File: src/rtl/count_step_monitor.sv
// count_step_monitor: watches a 4-bit free-running counter and flags every
// sample that does not equal (previous + 1) mod 16. Each violation is
// classified, timestamped and queued in a small log FIFO that is drained over a
// valid/ready handshake.
module count_step_monitor #(
  parameter int LOG_DEPTH = 4,
  parameter int TS_W      = 16
) (
  input  logic              clk,
  input  logic              rst,
  input  logic [3:0]        count_in,
  input  logic              cnt_rst_in,
  output logic              viol_pulse,
  output logic [1:0]        viol_type,
  output logic [7:0]        viol_count,
  output logic              log_valid,
  output logic [TS_W+5:0]   log_data,
  input  logic              log_ready,
  output logic              log_overflow
);

  localparam int AW = (LOG_DEPTH > 1) ? $clog2(LOG_DEPTH) : 1;
  localparam logic [AW:0]     DEPTH_L = (AW + 1)'(LOG_DEPTH);
  localparam logic [AW:0]     OCC_ONE = {{AW{1'b0}}, 1'b1};
  localparam logic [AW-1:0]   PTR_ONE = {{(AW - 1){1'b0}}, 1'b1};
  localparam logic [TS_W-1:0] TS_ONE  = {{(TS_W - 1){1'b0}}, 1'b1};

  typedef enum logic {SYNC, TRACK} state_t;
  typedef enum logic [1:0] {
    V_NONE  = 2'b00,
    V_STALL = 2'b01,
    V_SKIP  = 2'b10,
    V_ZERO  = 2'b11
  } viol_t;

  state_t            state, state_nxt;
  logic [3:0]        prev, prev_nxt, exp_cnt;
  logic              viol;
  viol_t             vtype;
  logic [TS_W-1:0]   ts;

  logic [TS_W+5:0]   mem [LOG_DEPTH];
  logic [AW-1:0]     rd_ptr, wr_ptr;
  logic [AW:0]       occ;
  logic              full, pop, push_ok, drop;

  // Next-state, prev update and violation classification for the sampled value.
  // NOTE: every output of this block gets a default first so no path leaves a
  // variable unassigned; that is what keeps synthesis from inferring latches.
  always_comb begin
    state_nxt = state;
    prev_nxt  = prev;
    viol      = 1'b0;
    vtype     = V_NONE;
    exp_cnt   = prev + 4'd1;
    if (cnt_rst_in) begin
      // Upstream counter is in reset: stop checking, keep prev as it was.
      state_nxt = SYNC;
    end else begin
      unique case (state)
        SYNC: begin
          prev_nxt  = count_in;
          state_nxt = TRACK;
        end
        TRACK: begin
          prev_nxt = count_in;
          if (count_in != exp_cnt) begin
            viol = 1'b1;
            if (count_in == prev)                        vtype = V_STALL;
            else if (count_in == 4'd0 && exp_cnt != 4'd0) vtype = V_ZERO;
            else                                          vtype = V_SKIP;
          end
        end
        default: state_nxt = SYNC;
      endcase
    end
  end

  // FIFO control: a full FIFO still accepts a push when the head leaves on the
  // same edge; otherwise the push is dropped and recorded as overflow.
  always_comb begin
    full    = (occ == DEPTH_L);
    pop     = log_valid && log_ready;
    push_ok = viol && (!full || pop);
    drop    = viol && full && !pop;
  end

  assign log_valid = (occ != '0);
  // Empty FIFO presents zero so the log port is clean after reset.
  assign log_data  = log_valid ? mem[rd_ptr] : '0;

  // Checker state, counters, registered violation flags and FIFO pointers.
  // NOTE: sequential state is assigned with <= so every register samples the
  // pre-edge values, independent of statement order.
  always_ff @(posedge clk) begin
    if (rst) begin
      state        <= SYNC;
      prev         <= 4'd0;
      ts           <= '0;
      viol_pulse   <= 1'b0;
      viol_type    <= 2'b00;
      viol_count   <= 8'd0;
      rd_ptr       <= '0;
      wr_ptr       <= '0;
      occ          <= '0;
      log_overflow <= 1'b0;
    end else begin
      state      <= state_nxt;
      prev       <= prev_nxt;
      ts         <= ts + TS_ONE;
      viol_pulse <= viol;
      viol_type  <= vtype;
      if (viol && viol_count != 8'hFF) viol_count <= viol_count + 8'd1;
      if (drop) log_overflow <= 1'b1;
      if (pop) rd_ptr <= rd_ptr + PTR_ONE;
      if (push_ok) wr_ptr <= wr_ptr + PTR_ONE;
      if (push_ok && !pop)      occ <= occ + OCC_ONE;
      else if (!push_ok && pop) occ <= occ - OCC_ONE;
    end
  end

  // Log storage write: entry carries the timestamp of the sampling edge.
  // NOTE: the storage array has no reset; occupancy and pointers define which
  // entries are meaningful, and the read port masks the empty case.
  always_ff @(posedge clk) begin
    if (!rst && push_ok) mem[wr_ptr] <= {ts, vtype, count_in};
  end

endmodule

File: config.mk
export PLATFORM = sky130hd
export DESIGN_NAME = count_step_monitor
export DESIGN_NICKNAME = d
export VERILOG_FILES = /design/src/rtl/count_step_monitor.sv
export SDC_FILE = /design/constraint.sdc
export NUM_CORES = 1
export LEC_CHECK = 0
export ABC_CLOCK_PERIOD_IN_PS = 5400
export BUFFER_PORTS_ARGS = -buffer_cell sky130_fd_sc_hd__buf_2
export CAP_MARGIN = 40
export CORE_MARGIN = 1.5
export CORE_UTILIZATION = 63
export CTS_CLUSTER_DIAMETER = 60
export DETAILED_ROUTE_END_ITERATION = 16
export PLACE_DENSITY = 0.91
export SETUP_SLACK_MARGIN = 0.05
export SLEW_MARGIN = 15
export SYNTH_ARGS = -nofsm -noshare
export SYNTH_HDL_FRONTEND = slang
export SYNTH_SLANG_ARGS = --single-unit
File: constraint.sdc
create_clock -name clk -period 5.4 [get_ports clk]
set_clock_uncertainty 0.05 [all_clocks]
set_input_delay 1.08 -clock clk [delete_from_list [all_inputs] [get_ports clk]]
set_output_delay 1.08 -clock clk [all_outputs]
set_load 0.02 [all_outputs]
* Word-level counts from Yosys, hierarchy flattened
Memories as Yosys holds them, arrays and structs flattened. A register that Yosys moved wholly into a read port is not among the register bits.
Index checks and enable logic that the tools add are counted.
** Operators by class
- Reductions and logical operators :: 18
- Add/sub/neg operators :: 7
- Muxes and demuxes :: 16
- Eq/ne operators :: 4
** Operator list (count)
- $mux 22 :: 1
- $add 16x1->16 const B :: 1
- $mux 2 :: 6
- $logic_and 1x1->1 :: 9
- $add 8x1->8 const B :: 1
- $ne 8x8->1 const B :: 1
- $mux 1 :: 7
- $mux 3 :: 2
- $add 2x1->2 const B :: 2
- $add 4x1->4 const B :: 1
- $eq 4x4->1 :: 1
- $logic_not 1->1 :: 4
- $logic_not 4->1 :: 1
- $ne 4x4->1 :: 1
- $reduce_bool 4->1 :: 1
- $add 3x1->3 const B :: 1
- $eq 3x3->1 const B :: 1
- $reduce_bool 3->1 :: 1
- $sub 3x1->3 const B :: 1
- $reduce_bool 2->1 :: 1
- $logic_or 1x1->1 :: 1
** Word-level totals
- Output and inout port bits :: 35
- Memories kept :: 1
- Register bits after elaboration :: 40
- Bits in writable memories :: 88
** Memories
- mem :: words 4, width 22, read ports 1, clocked after memory_dff 1, write ports 1, RTL line 42 : logic [TS_W+5:0] mem [LOG_DEPTH];

* Logic depth before layout (Yosys ltp)
Gate-level depths: netlist of run 1.
- Depth after elaboration :: 10
- Mapped depth :: 12

* Worst setup path before layout of run 1
OpenSTA, ideal clock, no wires.
- Path kind :: input -> register
- From :: input count_in[2]
- To :: memory mem[0][0] in the netlist's numbering (enable)
- Cell stages on the path :: 5
- Setup slack :: 1789 ps
- Arrival :: 3160 ps
- Path buffers :: 0
- Cells stage by stage :: xnor3_1 > and3_4 > a21o_1 > or3_1 > nor2_1
** On the way
- Word-level cells in the longest chain between the ends :: 8
** RTL lines
- from (decl) :: RTL line 11 : input logic [3:0] count_in,
- $ne 4x4->1 :: RTL line 67 : if (count_in != exp_cnt) begin
- $mux 1 :: RTL line 67
- $mux 1 :: RTL line 60 : unique case (state)
- $mux 1 :: RTL line 56 : if (cnt_rst_in) begin
- $logic_and 1x1->1 :: RTL line 84 : push_ok = viol && (!full || pop);
- $logic_and 1x1->1 :: RTL line 126 : if (!rst && push_ok) mem[wr_ptr] <= {ts, vtype, count_in};
- $mux 1 :: RTL line 126
- $mux 1 (implied by the code) :: RTL line 126
- to (decl) :: RTL line 42
No other way between the ends.

* Final worst setup path of run 1
- From :: input count_in[2]
- To :: memory mem[2][14] in the netlist's numbering (enable)
Same word-level chain as after synthesis.

==> results.yml, run 1 <==
clock_tree:
  ctsResizeCount: 0
  cts_setup_buffers: 0
  h-tree-depth: 4
  clkLatencyLatePin_ps: 510
  numCtsBuffers: 17
  cts_tree: "done"
  hold_buffers: 0
  cts_max_path_buffers: 2
  cts.clk_slew.worst_paths_ps: 60
  root_buffer: "clkbuf_8"
  cts.sinks: 130
drt:
  ant_nets: 0
  drc_errors: 0
  vias: 3154
  wl_per_cell_um: 19.5
  first_pass_iters: 5
  viasPerCell: 5.97
  drtIter0Drc: 288
  totalWireLength_um: 10300
layout:
  final_common_cell: "edfxtp_1"
  fillers: 447
  syn_to_final_growth_pct: 19.1
  layout-drive-gt1-share: 0.260
  fin_nets: 427
  fin_area_mm2: 0.00622
  diodes: 0
  fin_util: 0.765
  final_cell_mix: "edfxtp_1 (88), dfxtp_1 (42), buf_2 (42), nor2_1 (30), and2_1 (23)"
synthesis:
  ys.flop_type: "edfxtp_1"
  syn_area_mm2: 0.00523
  synth_cell_type_count: 38
  synth_seq_cells: 130
  synthCells: 356
  ys_seq_area_frac: 0.667
  yosysWarnings: 0
  synth_edf_count: 88
  synth.avg_cell_area_um2: 14.7
  syn_nets: 373
  async_flop_share: 0
floorplanning:
  die_w_um: 94.1
  die_area_mm2: 0.00885
  io-pin-count: 43
  initial_core_util: 0.643
  std_cell_rows: 33
  coreArea_mm2: 0.00813
  dieHeight_um: 94.1
grt:
  met2_usage: 0.449
  grt_overflow: 0
  grt_pass1_vias: 3315
  met3_usage: 0.0615
  grt_use_total: 0.265
  grt-busiest-layer: "met2"
  grt_pass1_wl_um: 17000
  gr-usage-met1: 0.318
  grt_antenna_before_repair: 0
  grt_max_degree: 43
setup_path:
  setup.worst_path.end: "mem[2][14]"
  crit_start: "count_in[2]"
  critPathRequiredTime_ps: 5550
  endpoint_kind: "flip-flop"
  startpoint_type: "input pin"
  r2r_slack_ps: 2300
  critical_path_class: "input pin to flip-flop"
  cp_max_fo: 16
  ff2ff_path_depth: 7
  r2r-end: "mem[2][14]"
  cp_data_arrival_time_ps: 3570
  r2r_start: "prev[1]"
placed_design:
  dpl.hpwl_um: 6020
  pre_cts_ws_ps: 1520
  port-buffer-count: 42
  dpl_cell_area_mm2: 0.00558
  place_congestion: 0.850
timing:
  drv_slew: 0
  relSlewSlack: 0.432
  layout_setup_ws_ps: 1990
  setup_violations: 0
  final_hold_viol_count: 0
  tns_ps: 0
  rsz0062_at_grt: "no"
  fmax_ghz: 0.293
  tightest_slew_ps: 840
  period_needed_ps: 3410
  finalCritPeriodShare: 0.632
power:
  p_total_mw: 2.99
  ir_drop_mv: 0.316
  powerDensity_mw_per_mm2: 480
  p_leak_nw: 2.25
flow_run:
  maxCapViolations: 0
status:
  status: "finished clean"
min_path:
  min-delay-path-class: "flip-flop to flip-flop"
## cell usage after synthesis (all sizes together) (9+ instances only)
library cell,count,area [um^2]
a21oi,13,65.1
and2,23,144
clkbuf,9,33.8
dfxtp,42,841
edfxtp,88,2640
mux4,22,495
nand2,14,52.6
nand3,12,60.1
nor2,34,128
or3,9,56.3
xor2,16,140
## worst max-delay path, cell delays in order
cell and delay, ps:
buf_2 160, xnor3_1 400, and3_4 190, a21o_1 320
or3_1 490, nor2_2 570, buf_4 340
## through the flow
| step | instances | hold slack (ps) |
|---|---|---|
| floorplan | 356 | 403 |
| global placement | 495 | 399 |
| finish | 528 | 417 |
| CTS | 528 | 423 |
| global route | 528 | 481 |
| detailed placement | 496 | 408 |
## worst min-delay path by stage
stage | cells past startpoint | start | slack [ps] | end
after floorplan | 1 | ts[0] | 400 | ts[0]
after global placement | 2 | log_overflow | 400 | log_overflow
after detailed placement | 2 | log_overflow | 410 | log_overflow
after CTS | 2 | log_overflow | 420 | log_overflow
after global routing | 2 | log_overflow | 480 | log_overflow
final | 2 | log_overflow | 420 | log_overflow
## flip-flops by register name, indices dropped and copies added (netlist names), named ones only
| signal | cells |
|---|---|
| viol_count | 8 |
| prev | 4 |
| occ | 3 |
| viol_pulse | 1 |
| state | 1 |
| wr_ptr | 2 |
| log_overflow | 1 |
| rd_ptr | 2 |
| viol_type | 2 |
| ts | 16 |
| mem | 88 |
## cell families after synthesis
kind of cell / count (synthesis) / share of synthesized area
XOR/XNOR: 21 / 0.0378
AO/OA/AOI/OAI: 29 / 0.0335
AND/OR/NAND/NOR: 116 / 0.113
adder cells (fa/ha/maj): 9 / 0.0230
buffers and inverters: 21 / 0.0156
flip-flops: 130 / 0.667
multiplexers: 30 / 0.110
## per-layer routing
layer,part of all wire,wire [um]
met5,0,0
met4,0.023,238
met3,0.053,552
met2,0.53,5430
met1,0.40,4110
## report_power, final
group          switching [mW]  leakage, nW  internal [mW]  total [mW]
clock network           0.428        0.311          0.803        1.23
registers              0.0314         1.15           1.09        1.12
logic                   0.368        0.793          0.271       0.639
## cell type report
cell class / count / area [um^2] / area share
flip-flops and latches: 130 / 3480 / 0.560
clock inverters: 15 / 230 / 0.0370
well taps: 105 / 131 / 0.0211
inverters: 8 / 30.0 / 0.00483
clock buffers: 17 / 414 / 0.0665
multi-input cells: 205 / 1670 / 0.269
repair buffers: 48 / 263 / 0.0422
Note: power is estimated with default switching activity, not from simulation.
==> run 2: changes to the inputs <==
--- a/config.mk
+++ b/config.mk
@@ -5,14 +5,14 @@
 export SDC_FILE = /design/constraint.sdc
 export NUM_CORES = 1
 export LEC_CHECK = 0
-export ABC_CLOCK_PERIOD_IN_PS = 5400
+export ABC_CLOCK_PERIOD_IN_PS = 3300
 export BUFFER_PORTS_ARGS = -buffer_cell sky130_fd_sc_hd__buf_2
 export CAP_MARGIN = 40
 export CORE_MARGIN = 1.5
-export CORE_UTILIZATION = 63
+export CORE_UTILIZATION = 59
 export CTS_CLUSTER_DIAMETER = 60
 export DETAILED_ROUTE_END_ITERATION = 16
-export PLACE_DENSITY = 0.91
+export PLACE_DENSITY = 0.87
 export SETUP_SLACK_MARGIN = 0.05
 export SLEW_MARGIN = 15
 export SYNTH_ARGS = -nofsm -noshare
==> constraint.sdc (replaced) <==
create_clock -name clk -period 3.3 [get_ports clk]
set_clock_uncertainty 0.05 [all_clocks]
set_input_delay 0.66 -clock clk [delete_from_list [all_inputs] [get_ports clk]]
set_output_delay 0.66 -clock clk [all_outputs]
set_load 0.02 [all_outputs]
==> run 2 against run 1 <==
Against the previous run: clock-buffer cell count up 2; non-clock buffer count grew 8; worst setup slack worse by 1600 ps; combinational power grew 69%; critical path type is now flip-flop to flip-flop; global-route usage shrank 2.3 points; largest power group unchanged; via count rose by 2.1%.
==> results.yml, run 2 (same netlist as run 1, synthesis figures left out) <==
status:
  status: "finished clean"
drt:
  vias: 3219
  viasPerCell: 5.97
  first_pass_iters: 5
  drtIter0Drc: 302
  drc_errors: 0
  totalWireLength_um: 10500
  wl_per_cell_um: 19.5
  ant_nets: 0
clock_tree:
  clkLatencyLatePin_ps: 530
  cts_tree: "done"
  cts_max_path_buffers: 2
  numCtsBuffers: 17
  root_buffer: "clkbuf_8"
  cts.sinks: 130
  ctsResizeCount: 0
  cts_setup_buffers: 0
  hold_buffers: 0
  cts.clk_slew.worst_paths_ps: 60
  h-tree-depth: 4
power:
  clkPwrFrac: 0.408
  switching_power_mw: 1.36
  share_comb_of_total_power: 0.220
  internal_power_mw: 3.55
  swShare: 0.276
  seq_power_share: 0.372
  p_total_mw: 4.91
  p_leak_nw: 2.28
  ir_drop_mv: 0.418
  powerDensity_mw_per_mm2: 783
grt:
  grt_pass1_wl_um: 17100
  grt_antenna_before_repair: 0
  grt_overflow: 0
  grt_pass1_vias: 3297
  grt_use_total: 0.241
  grt_max_degree: 43
placed_design:
  dpl.hpwl_um: 6020
  place_congestion: 0.809
  port-buffer-count: 42
setup_path:
  cp_data_arrival_time_ps: 3270
  critPathRequiredTime_ps: 3700
  startpoint_type: "flip-flop"
  cp_max_fo: 5
  ff2ff_path_depth: 11
  critical_path_class: "flip-flop to flip-flop"
  endpoint_kind: "flip-flop"
timing:
  drv_slew: 0
  relSlewSlack: 0.471
  rsz0062_at_grt: "no"
  period_needed_ps: 2870
  tns_ps: 0
  tightest_slew_ps: 794
  fmax_ghz: 0.348
  final_hold_viol_count: 0
  finalCritPeriodShare: 0.870
  setup_violations: 0
layout:
  fin_nets: 435
  final_cell_mix: "edfxtp_1 (88), dfxtp_1 (42), buf_2 (42), nor2_1 (30), and2_1 (23)"
  fin_util: 0.725
  layout-drive-gt1-share: 0.267
  regMostFlops: "mem"
  largest_reg_flops: 88
  diodes: 0
  reg_top3: "mem x88, ts x16, viol_count x8"
  final_common_cell: "edfxtp_1"
  syn_to_final_growth_pct: 19.9
floorplanning:
  coreArea_mm2: 0.00864
  initial_core_util: 0.605
  dieHeight_um: 97.1
  die_w_um: 97.1
  std_cell_rows: 34
  io-pin-count: 43
  die_area_mm2: 0.00943
flow_run:
  maxCapViolations: 0
min_path:
  hold_depth: 1
  min-delay-path-class: "input pin to flip-flop"
run 2: cell count changes in the layout (fill, tap and decap cells not counted), sizes merged:
cell	before	now
inv	12	10
buf	48	56
clkinv	4	3
clkbuf	17	19
clkinvlp	2	3
run 2: path summary, 6_finish.rpt:
path | start | end | slack (ps)
setup / recovery | prev[1] | occ[2] | 430
hold / removal | count_in[0] | mem[2][0] | 380
setup reg to reg | prev[1] | occ[2] | 430
hold reg to reg | log_overflow | log_overflow | 430
run 2: through the flow:
stage,cells,area (um^2),hold WS (ps),setup WS [ps]
3_5_place_dp,507,5640,423,107
5_1_grt,539,6260,378,259
3_3_place_gp,507,5640,402,205
2_1_floorplan,356,5230,403,109
4_1_cts,539,6260,359,446
6_report,539,6260,378,428
run 2: power by group through the flow:
stage	Clock, mW	Combinational [mW]	Sequential, mW
2_1_floorplan	0	0.770	1.85
3_3_place_gp	0	1.06	1.85
3_5_place_dp	0	1.08	1.86
4_1_cts	2.01	1.10	1.83
5_1_grt	2.08	1.16	1.84
6_report	2.00	1.08	1.83
run 2: routing by layer:
layer,GRT usage,share of wire,wire length (um),vias up
met3,0.0518,0.056,583,37
met2,0.409,0.52,5450,150
met4,0.125,0.036,379,0
met5,0,0,0,-
li1,-,-,-,1456
met1,0.292,0.39,4080,1576
run 2: worst max-delay path, cell delays in order, from the launching register on:
cell and delay (ps):
dfxtp_1 410, ha_1 240, xnor3_1 240, and3_4 210, a21o_1 190, nor2_1 160
ha_1 220, inv_1 70, fa_1 380, xor2_1 170, or3_1 310, a21oi_1 150
run 2: layout make-up:
class	count	area [um^2]
fillers	523	2370
repair buffers	56	315
clock inverters	13	208
well taps	108	135
multi-input cells	205	1670
flip-flops and latches	130	3480
clock buffers	19	422
inverters	8	30.0
==> run 3: changes to the inputs <==
--- a/config.mk
+++ b/config.mk
@@ -13,6 +13,7 @@
 export CTS_CLUSTER_DIAMETER = 60
 export DETAILED_ROUTE_END_ITERATION = 16
 export PLACE_DENSITY = 0.87
+export REMOVE_ABC_BUFFERS = 1
 export SETUP_SLACK_MARGIN = 0.05
 export SLEW_MARGIN = 15
 export SYNTH_ARGS = -nofsm -noshare
==> run 3 against run 2 <==
Against the previous run: clock power decreased by 7%; clock-buffer cell count decreased by 1; worst setup slack improved by 3.3 ps; utilization increased by 0.22 points; critical path depth unchanged; via count decreased by 2.1%; wire length decreased by 4.6%.
==> results.yml, run 3 (same netlist as run 1, synthesis figures left out) <==
min_path:
  hold_depth: 2
  min-delay-path-class: "input pin to flip-flop"
  holdCritStartpoint: "cnt_rst_in"
  hold_end: "state"
layout:
  final_cells: 539
  final_cell_mix: "edfxtp_1 (88), dfxtp_1 (42), buf_2 (42), nor2_1 (30), and2_1 (23)"
  layout-drive-gt1-share: 0.271
  seq_area_mm2: 0.00348
  fillers: 513
  multi_input_area_mm2: 0.00167
  diodes: 0
  reg_top3: "mem x88, ts x16, viol_count x8"
  fin_nets: 435
  regMostFlops: "mem"
  final_common_cell: "edfxtp_1"
  largest_reg_flops: 88
  syn_to_final_growth_pct: 20.2
timing:
  rsz0062_at_grt: "no"
  final_hold_viol_count: 0
  drv_slew: 0
  tightest_slew_ps: 637
  tns_ps: 0
  finalCritPeriodShare: 0.869
  period_needed_ps: 2870
  relSlewSlack: 0.564
  fmax_ghz: 0.349
  setup_violations: 0
flow_run:
  maxCapViolations: 0
clock_tree:
  cts_tree: "done"
  cts_max_path_buffers: 2
  ctsResizeCount: 0
  cts_setup_buffers: 0
  h-tree-depth: 4
  numCtsBuffers: 17
  clkLatencyLatePin_ps: 520
  cts.sinks: 130
  hold_buffers: 0
  root_buffer: "clkbuf_8"
  cts.clk_slew.worst_paths_ps: 60
status:
  status: "finished clean"
power:
  p_leak_nw: 2.28
  p_total_mw: 4.76
  powerDensity_mw_per_mm2: 757
  ir_drop_mv: 0.440
grt:
  grt_use_total: 0.228
  grt_overflow: 0
  grt_pass1_wl_um: 16500
  grt_max_degree: 25
  grt_antenna_before_repair: 0
  grt_pass1_vias: 3273
drt:
  first_pass_iters: 4
  wl_per_cell_um: 18.6
  totalWireLength_um: 10000
  ant_nets: 0
  drc_errors: 0
  viasPerCell: 5.85
  vias: 3151
  drtIter0Drc: 189
setup_path:
  critical_path_class: "flip-flop to flip-flop"
  endpoint_kind: "flip-flop"
  cpMostUsedCell: "ha_1"
  max_stage_delay_ps: 430
  r2r_start: "prev[1]"
  r2r-end: "occ[2]"
  r2r_slack_ps: 430
  critPathRequiredTime_ps: 3700
  startpoint_type: "flip-flop"
  cp_data_arrival_time_ps: 3260
  cp_max_fo: 5
  crit_chain: "ha_1 -> xnor3_1 -> and3_4 -> a21o_1 -> nor2_1 -> ha_1 -> inv_1 -> fa_1 -> xor2_1 -> or3_1 -> a21oi_1"
  ff2ff_path_depth: 11
  crit_slowest_cell: "dfxtp_1"
placed_design:
  dpl.hpwl_um: 6010
  dp.cells: 507
  port-buffer-count: 42
  place_congestion: 0.798
floorplanning:
  die_w_um: 97.1
  io-pin-count: 43
  die_area_mm2: 0.00943
  coreArea_mm2: 0.00864
  dieHeight_um: 97.1
  std_cell_rows: 34
  initial_core_util: 0.605
-- run 3: cell types whose count changed in the layout (fill, tap and decap cells not counted), sizes merged --
| cell | delta |
|---|---|
| bufinv | -2 |
| clkbuf | -1 |
| clkinv | +3 |
| clkinvlp | -1 |
| inv | +1 |
-- run 3: how the worst max path moves through the flow --
stage / startpoint / to / slack (ps) / cells past startpoint
after floorplan: count_in[2] / mem[2][0] / 10 / 5
after global placement: count_in[2] / occ[2] / 210 / 11
after detailed placement: count_in[2] / occ[2] / 110 / 11
after CTS: flip-flop / log_data[5] / 420 / 4
after global routing: prev[1] / occ[2] / 270 / 11
final: prev[1] / occ[2] / 430 / 11
-- run 3: power by group --
part / switching, mW / internal, mW / leakage [nW]
registers: 0.0438 / 1.78 / 1.15
logic: 0.605 / 0.460 / 0.844
clock network: 0.708 / 1.16 / 0.286
total: 1.36 / 3.40 / 2.28
-- run 3: per-layer routing --
layer / wire length (um) / GRT usage / share of wire
met5: 0 / 0 / 0
met2: 5400 / 0.402 / 0.54
met3: 415 / 0.0590 / 0.041
met1: 3990 / 0.270 / 0.40
met4: 202 / 0.0870 / 0.020
-- run 3: cell type report --
cell class,instances,area share
Clock buffer,18,0.0665
Clock inverter,14,0.0287
Inverter,8,0.00478
Multi-Input combinational cell,205,0.266
Sequential cell,130,0.554
Tap cell,108,0.0215
Timing Repair Buffer,56,0.0581
-- run 3: critical path, delay by kind of cell, from the launching register on --
family,cells,cell delay [ps]
adder cells (fa/ha/maj),3,830
buffers and inverters,1,70
XOR/XNOR,2,380
AND/OR/NAND/NOR,3,710
flip-flops,1,430
AO/OA/AOI/OAI,2,330
-- run 3: metrics by stage --
| stage | util | instance area [um^2] | hold WS (ps) | setup WS [ps] |
|---|---|---|---|---|
| 6_report | 0.728 | 6280 | 389 | 432 |
| 4_1_cts | 0.728 | 6280 | 378 | 424 |
| 5_1_grt | 0.728 | 6280 | 377 | 270 |
| 2_1_floorplan | - | 5170 | 403 | 14.5 |
| 3_3_place_gp | 0.658 | 5690 | 403 | 213 |
| 3_5_place_dp | 0.658 | 5690 | 407 | 107 |
